==> config.mk <==
export PLATFORM = sky130hd
export DESIGN_NAME = iq_detector
export DESIGN_NICKNAME = d
export VERILOG_FILES = /design/src/rtl/iq_detector.sv
export SDC_FILE = /design/constraint.sdc
export NUM_CORES = 2
export LEC_CHECK = 0
export CORE_MARGIN = 2
export CORE_UTILIZATION = 50
export DETAILED_ROUTE_END_ITERATION = 10
export DONT_BUFFER_PORTS = 1
export PLACE_DENSITY_LB_ADDON = 0.08
export SLEW_MARGIN = 25
export SYNTH_ARGS = -nofsm -noshare
export SYNTH_HDL_FRONTEND = slang
export SYNTH_SLANG_ARGS = --single-unit
==> constraint.sdc <==
create_clock -name clk -period 7.6 [get_ports clk]
set_input_delay 1.9 -clock clk [delete_from_list [all_inputs] [get_ports clk]]
set_output_delay 1.9 -clock clk [all_outputs]
set_load 0.05 [all_outputs]
==> src/rtl/iq_detector.sv <==
// Quadrature demodulator: accumulates x*cos and x*sin over a programmed sample count and
// presents the sums through a valid/ready handshake.
module iq_detector #(
    parameter int unsigned ADC_WIDTH    = 12,
    parameter int unsigned REF_WIDTH    = 14,
    parameter int unsigned ACC_WIDTH    = 48,
    parameter int unsigned MAX_LEN_LOG2 = 20
) (
    input  logic                        clk,
    input  logic                        rstn,
    input  logic [ADC_WIDTH-1:0]        adc_data,
    input  logic                        adc_valid,
    input  logic signed [REF_WIDTH-1:0] ref_cos,
    input  logic signed [REF_WIDTH-1:0] ref_sin,
    input  logic                        param_wen,
    input  logic [31:0]                 acc_len,
    input  logic                        start,
    output logic                        busy,
    output logic                        res_valid,
    input  logic                        res_ready,
    output logic signed [ACC_WIDTH-1:0] res_i,
    output logic signed [ACC_WIDTH-1:0] res_q,
    output logic [31:0]                 res_count,
    output logic                        overflow
);

    localparam int unsigned PROD_WIDTH = ADC_WIDTH + REF_WIDTH;
    localparam int unsigned LEN_WIDTH  = MAX_LEN_LOG2 + 1;
    localparam logic [31:0] MAX_LEN    = 32'(1) << MAX_LEN_LOG2;

    typedef enum logic [1:0] {StIdle, StRun, StDrain, StDone} state_e;

    state_e                         state;
    logic [LEN_WIDTH-1:0]           len_buf;
    logic [LEN_WIDTH-1:0]           len_req;
    logic [LEN_WIDTH-1:0]           issued;
    logic [LEN_WIDTH-1:0]           issued_inc;
    logic                           accept;

    logic                           s0_valid;
    logic signed [ADC_WIDTH-1:0]    s0_x;
    logic signed [REF_WIDTH-1:0]    s0_cos;
    logic signed [REF_WIDTH-1:0]    s0_sin;
    logic                           s1_valid;
    logic signed [PROD_WIDTH-1:0]   prod_i;
    logic signed [PROD_WIDTH-1:0]   prod_q;
    logic signed [ACC_WIDTH-1:0]    acc_i;
    logic signed [ACC_WIDTH-1:0]    acc_q;
    logic signed [ACC_WIDTH-1:0]    ext_i;
    logic signed [ACC_WIDTH-1:0]    ext_q;
    logic signed [ACC_WIDTH-1:0]    sum_i;
    logic signed [ACC_WIDTH-1:0]    sum_q;
    logic                           ovf_i;
    logic                           ovf_q;

    // Zero-length requests still take one sample; oversized requests saturate.
    always_comb begin
        if (acc_len == 32'd0) begin
            len_req = LEN_WIDTH'(1);
        end else if (acc_len > MAX_LEN) begin
            len_req = MAX_LEN[LEN_WIDTH-1:0];
        end else begin
            len_req = acc_len[LEN_WIDTH-1:0];
        end
    end

    assign accept     = (state == StRun) && adc_valid;
    assign issued_inc = issued + LEN_WIDTH'(1);

    assign ext_i = {{(ACC_WIDTH-PROD_WIDTH){prod_i[PROD_WIDTH-1]}}, prod_i};
    assign ext_q = {{(ACC_WIDTH-PROD_WIDTH){prod_q[PROD_WIDTH-1]}}, prod_q};
    assign sum_i = acc_i + ext_i;
    assign sum_q = acc_q + ext_q;
    assign ovf_i = (acc_i[ACC_WIDTH-1] == ext_i[ACC_WIDTH-1]) &&
                   (sum_i[ACC_WIDTH-1] != acc_i[ACC_WIDTH-1]);
    assign ovf_q = (acc_q[ACC_WIDTH-1] == ext_q[ACC_WIDTH-1]) &&
                   (sum_q[ACC_WIDTH-1] != acc_q[ACC_WIDTH-1]);

    always_ff @(posedge clk) begin
        if (!rstn) begin
            state     <= StIdle;
            busy      <= 1'b0;
            res_valid <= 1'b0;
            overflow  <= 1'b0;
            res_i     <= '0;
            res_q     <= '0;
            res_count <= '0;
            len_buf   <= LEN_WIDTH'(1);
            issued    <= '0;
            s0_valid  <= 1'b0;
            s0_x      <= '0;
            s0_cos    <= '0;
            s0_sin    <= '0;
            s1_valid  <= 1'b0;
            prod_i    <= '0;
            prod_q    <= '0;
            acc_i     <= '0;
            acc_q     <= '0;
        end else begin
            // Offset-binary to two's complement is an MSB flip.
            s0_valid <= accept;
            if (accept) begin
                s0_x   <= {~adc_data[ADC_WIDTH-1], adc_data[ADC_WIDTH-2:0]};
                s0_cos <= ref_cos;
                s0_sin <= ref_sin;
            end

            s1_valid <= s0_valid;
            if (s0_valid) begin
                prod_i <= PROD_WIDTH'(s0_x) * PROD_WIDTH'(s0_cos);
                prod_q <= PROD_WIDTH'(s0_x) * PROD_WIDTH'(s0_sin);
            end

            if (s1_valid) begin
                acc_i <= sum_i;
                acc_q <= sum_q;
                if (ovf_i || ovf_q) begin
                    overflow <= 1'b1;
                end
            end

            unique case (state)
                StIdle: begin
                    if (param_wen) begin
                        len_buf <= len_req;
                    end
                    if (start) begin
                        acc_i    <= '0;
                        acc_q    <= '0;
                        issued   <= '0;
                        overflow <= 1'b0;
                        busy     <= 1'b1;
                        state    <= StRun;
                    end
                end
                StRun: begin
                    if (adc_valid) begin
                        issued <= issued_inc;
                        if (issued_inc == len_buf) begin
                            state <= StDrain;
                        end
                    end
                end
                StDrain: begin
                    // Pipeline empty means the final product has reached the accumulator.
                    if (!s0_valid && !s1_valid) begin
                        res_i     <= acc_i;
                        res_q     <= acc_q;
                        res_count <= 32'(issued);
                        res_valid <= 1'b1;
                        state     <= StDone;
                    end
                end
                StDone: begin
                    if (res_ready) begin
                        res_valid <= 1'b0;
                        busy      <= 1'b0;
                        state     <= StIdle;
                    end
                end
                default: state <= StIdle;
            endcase
        end
    end

endmodule

* Yosys cells after proc, flatten, opt, wreduce, memory -nomap -nowiden
Cells that the tools add are included.
** Storage, ports and cells
- Flip-flop bits (word level) :: 354
- Latch bits :: 0
- Bits in writable memories :: 0
- ROM bits :: 0
- Bits of input ports :: 78
- Output and inout port bits :: 131
- Word-level logic and storage cells :: 82
- Memories :: 0
** Cells by class
- Add/subtract/negate cells :: 3
- Multiply operators :: 2
- Div/mod/pow operators :: 0
- $lt $le $gt $ge :: 1
- Eq/ne operators :: 13
- Shift operators :: 0
- Multiplexer cells :: 26
- Bitwise gates (word level) :: 1
- Reduce and logical (&&, ||, !) cells :: 18
** Operator list (count)
- two-way mux 48 bit :: 6
- adder 48 x 26 -> 48 bit :: 2
- two-way mux 21 bit :: 4
- multiplier 12 x 14 -> 26 bit :: 2
- case mux 21 bit (2 select lines) :: 1
- greater-than comparator 32 x 21 -> 1 bit (second input constant) :: 1
- logical NOT 32 bit :: 1
- adder 21 x 1 -> 21 bit (second input constant) :: 1
- equality test 21 bit :: 1
- two-way mux 2 bit :: 5
- AND reduction 3 bit :: 3
- inequality test 2 bit (second input constant) :: 4
- case mux 2 bit (4 select lines) :: 1
- two-way mux 1 bit :: 7
- nonzero test 2 bit :: 3
- AND reduction 5 bit :: 1
- equality test 2 bit (second input constant) :: 2
- logical AND 1 bit :: 4
- case mux 1 bit (2 select lines) :: 2
- AND reduction 2 bit :: 2
- equality test 1 bit :: 2
- equality test 2 x 1 -> 1 bit (second input constant) :: 1
- logical NOT 1 bit :: 2
- logical NOT 2 bit :: 1
- 4 further kinds :: 5

* Longest topological paths before layout
- Depth in word-level cells :: 8
- Mapped depth :: 24
- Depth with buffers taken out :: 22

* Least setup slack after synthesis
OpenSTA, ideal clock, no wires.
- Kind :: flip-flop to flip-flop
- Start :: reg s0_x[3]
- End :: reg prod_i[25]
- Setup time :: 121 ps
- Data arrival time :: 5677 ps
- Data required time :: 7479 ps
- Path slack :: 1802 ps
- Cell stages (with the launch flop) :: 22
- Buffers on the path :: 2
- Clock period less this slack :: 5798 ps
- Path through :: dfxtp_1 > clkbuf_1 > clkbuf_1 > nand2_1 > fa_1 > fa_1 > fa_1 > inv_1 > fa_1 > inv_1 > fa_1 > inv_1 > ha_1 > or3_1 > o21ai_0 > a21oi_1 > a41o_1 > o41ai_2 > o21ai_0 > a2111oi_0 > a41o_1 > o31ai_1
** On the way
- Word-level cells in the longest chain between the ends :: 1
** Ends and longest elaborated chain
- start, declared :: line 41 : logic signed [ADC_WIDTH-1:0] s0_x;
- start signal, assigned :: line 103 : s0_x <= {~adc_data[ADC_WIDTH-1], adc_data[ADC_WIDTH-2:0]};
- multiplier 12 x 14 -> 26 bit :: line 110 : prod_i <= PROD_WIDTH'(s0_x) * PROD_WIDTH'(s0_cos);
- end signal, assigned :: line 110
- end, declared :: line 45 : logic signed [PROD_WIDTH-1:0] prod_i;
No other way between the ends.
A chain may end at the register's enable or synchronous reset.

* Worst setup path after layout
Same ends and word-level chain as after synthesis.

==> impl_metrics.ini <==
[outcome]
outcome = finished, final reports clean

[sta]
clock_skew_ns = 0.0151
slew_headroom_pct = 33.7
fin_crit_sh_pct = 85.9
final_hold_viol_count = 0
worstMarginPinSlew_ns = 0.991
rsz0062_at_grt = false
setup_violations = 0
slew_viol_final = 0
fin_crit_ns = 6.53
max_freq_ghz = 0.153
setup_tns_ns = 0

[critical_path]
crit_path_end_kind = flip-flop
critical_path_class = flip-flop to flip-flop
start_kind = flip-flop
r2r_slack_ns = 1.07
cp_max_fo = 20
r2r.worst_path.cells = 20
r2r-end = prod_i[25]
regToRegStartpoint = s0_x[3]
worstPathArrival_ns = 6.98
crit_required_ns = 8.05
crit_path_start = s0_x[3]

[cts]
ctsResizeCount = 0
path_clk_slew_ns = 0.06
insertion_delay_ns = 0.58
cts_sinks = 354
hold_buffers = 0
cts_inserted_buffers = 42
cts_htree_levels = 2
clockBufferDepth = 3
cts_tree = built
postCtsSetupBuffers = 0
ctsRootBufferMaster = clkbuf_16

[flow_run]
max_cap_violations = 0

[synth]
synth_cell_types = 86
synth_area_per_cell_um2 = 8.25
synth_seq_cells = 354
synth_area_um2 = 30800
synthArstFlopShare_pct = 0
synth_area_leaders = dfxtp_1, fa_1, ha_1, nand2_1, a21oi_1
synth_cells = 3730
yosysTopAreaCell = dfxtp_1
yosysSeqAreaShare_pct = 23.0
synth_top_area_share_pct = 23.0
yosys_warnings = 0
synth_top_flop_cell = dfxtp_1
synth_edf_count = 0

[drt]
viasPerCell = 5.59
ant_nets = 0
drc = 0
vias = 24700
drtIter0Drc = 1309
drt-wirelength-per-cell_um = 17.6
firstDrtPassIters = 8
drt_wl_total_mm = 77.7

[global_route]
grt_first_pass_wirelength_mm = 130
antenna_found_initial = 0
overflow = 0
grt_max_degree = 107
grt_pass1_vias = 25500
grtUsageTotal_pct = 25.0

[finish]
multi_input_area_um2 = 21400
post_route_cells_drive_above_1_share_pct = 3.79
nNetsFinal = 4210
num-fill-cells = 5725
area_delta_synth_final_pct = 5.80
regArea_um2 = 7090
diodes = 0
post-route-util_pct = 53.8

[floorplan]
coreArea_um2 = 60600
fp.dieArea_um2 = 63600
start_util_pct = 50.8
io_pins = 209
rows = 90
die_h_um = 252
fp.dieW_um = 252

[placement]
io_buffers = 0
hpwl_mm = 59.0
finalWeightedCongestion = 0.881

[power]
finalPower_w = 0.00541
ir_drop_uv = 220
power.density_nw_per_um2 = 166
leakage_nw = 14.3

[hold_path]
hp-class = flip-flop to flip-flop
whs_endpoint = prod_i[0]
holdPathStages = 2
hp-start = prod_i[0]
worst max-delay path, stage by stage (launching register included):
cell and delay, ns:
dfxtp_1 0.90, buf_4 0.31, nand2_1 0.09, fa_1 0.59, fa_1 0.45, fa_1 0.56, inv_1 0.05, fa_1 0.48
inv_1 0.06, fa_1 0.48, inv_1 0.04, ha_1 0.32, or3_1 0.37, o21ai_0 0.07, a21oi_1 0.08, a41o_1 0.30
o41ai_2 0.28, o21ai_0 0.24, a2111oi_0 0.49, a41o_1 0.15, o31ai_1 0.07
through the flow:
stage / setup WS (ns) / instances / cell area, um2 / hold slack (ns)
final: 1.07 / 4420 / 32600 / 0.471
after global routing: 0.708 / 4420 / 32600 / 0.493
after CTS: 1.07 / 4420 / 32600 / 0.474
after detailed placement: 1.11 / 4343 / 31200 / 0.466
after global placement: 1.26 / 4343 / 31200 / 0.463
after floorplan: 1.80 / 3740 / 30800 / 0.444
power by group:
group          switching [W]  total, W  internal (W)
Combinational       0.000893   0.00131      0.000418
Clock               0.000857   0.00202       0.00117
Sequential          0.000166   0.00208       0.00191
synth_stat cells, drive strengths merged (33+ instances only):
cell	instances
a21o	61
a21oi	311
and2	111
buf	33
clkbuf	177
dfxtp	354
fa	318
ha	209
inv	410
mux2i	103
nand2	656
nand3	56
nor2	279
nor3	40
o21ai	103
xnor2	118
xor2	34
layer usage:
| metal | wire [um] | vias to the layer above | track usage [%] |
|---|---|---|---|
| met3 | 3150 | 120 | 2.95 |
| met5 | 0 | - | 0 |
| met1 | 33400 | 12100 | 31.2 |
| li1 | - | 12000 | - |
| met2 | 39300 | 522 | 45.3 |
| met4 | 1840 | 0 | 6.93 |
cells by family after synthesis:
logic type	synth area share [%]
XOR/XNOR	4.32
multiplexers	3.42
flip-flops	23.0
adder cells (fa/ha/maj)	29.2
AND/OR/NAND/NOR	18.5
AO/OA/AOI/OAI	13.8
other	0.0122
buffers and inverters	7.80
area by class of cell:
cell class              count  area share, %
inverters                 411           4.76
clock buffers              59           3.64
clock inverters            18          0.534
multi-input cells        2765           65.6
repair buffers             31          0.715
well taps                 782           3.00
flip-flops and latches    354           21.8
cells in the final DEF, fill, tap and decap left out, types with 27 or more instances in the layout:
| cell | netlist | final |
|---|---|---|
| a211oi_1 | 29 | 29 |
| buf_4 | 16 | 31 |
| xor2_1 | 34 | 34 |
| clkbuf_16 | 0 | 43 |
| xnor2_1 | 118 | 118 |
| mux2i_1 | 103 | 103 |
| a21oi_1 | 311 | 310 |
| ha_1 | 209 | 209 |
| nand3_1 | 52 | 52 |
| fa_1 | 318 | 318 |
| nand2_1 | 656 | 654 |
| inv_1 | 409 | 408 |
| a31oi_1 | 27 | 27 |
| a21o_1 | 61 | 61 |
| nor2_1 | 278 | 278 |
| nor3_1 | 40 | 40 |
| and2_1 | 111 | 109 |
| o21ai_0 | 97 | 97 |
| dfxtp_1 | 354 | 352 |
registers in the layout, summed over array words and instances, names as in the netlist:
signal,flops
prod_q,26
res_valid,1
acc_i,48
overflow,1
res_q,48
s1_valid,1
len_buf,21
state,2
res_i,48
issued,21
res_count,21
s0_x,12
busy,1
s0_cos,14
s0_valid,1
prod_i,26
acc_q,48
s0_sin,14
how the worst max path moves through the flow:
stage / end / slack [ns] / depth (start not counted)
3_5_place_dp: prod_i[25] / 1.11 / 20
5_1_grt: prod_i[25] / 0.71 / 20
4_1_cts: prod_i[25] / 1.07 / 20
6_report: prod_i[25] / 1.07 / 20
2_1_floorplan: prod_i[25] / 1.80 / 21
3_3_place_gp: prod_i[25] / 1.26 / 20
(Power assumes the default switching activity.)
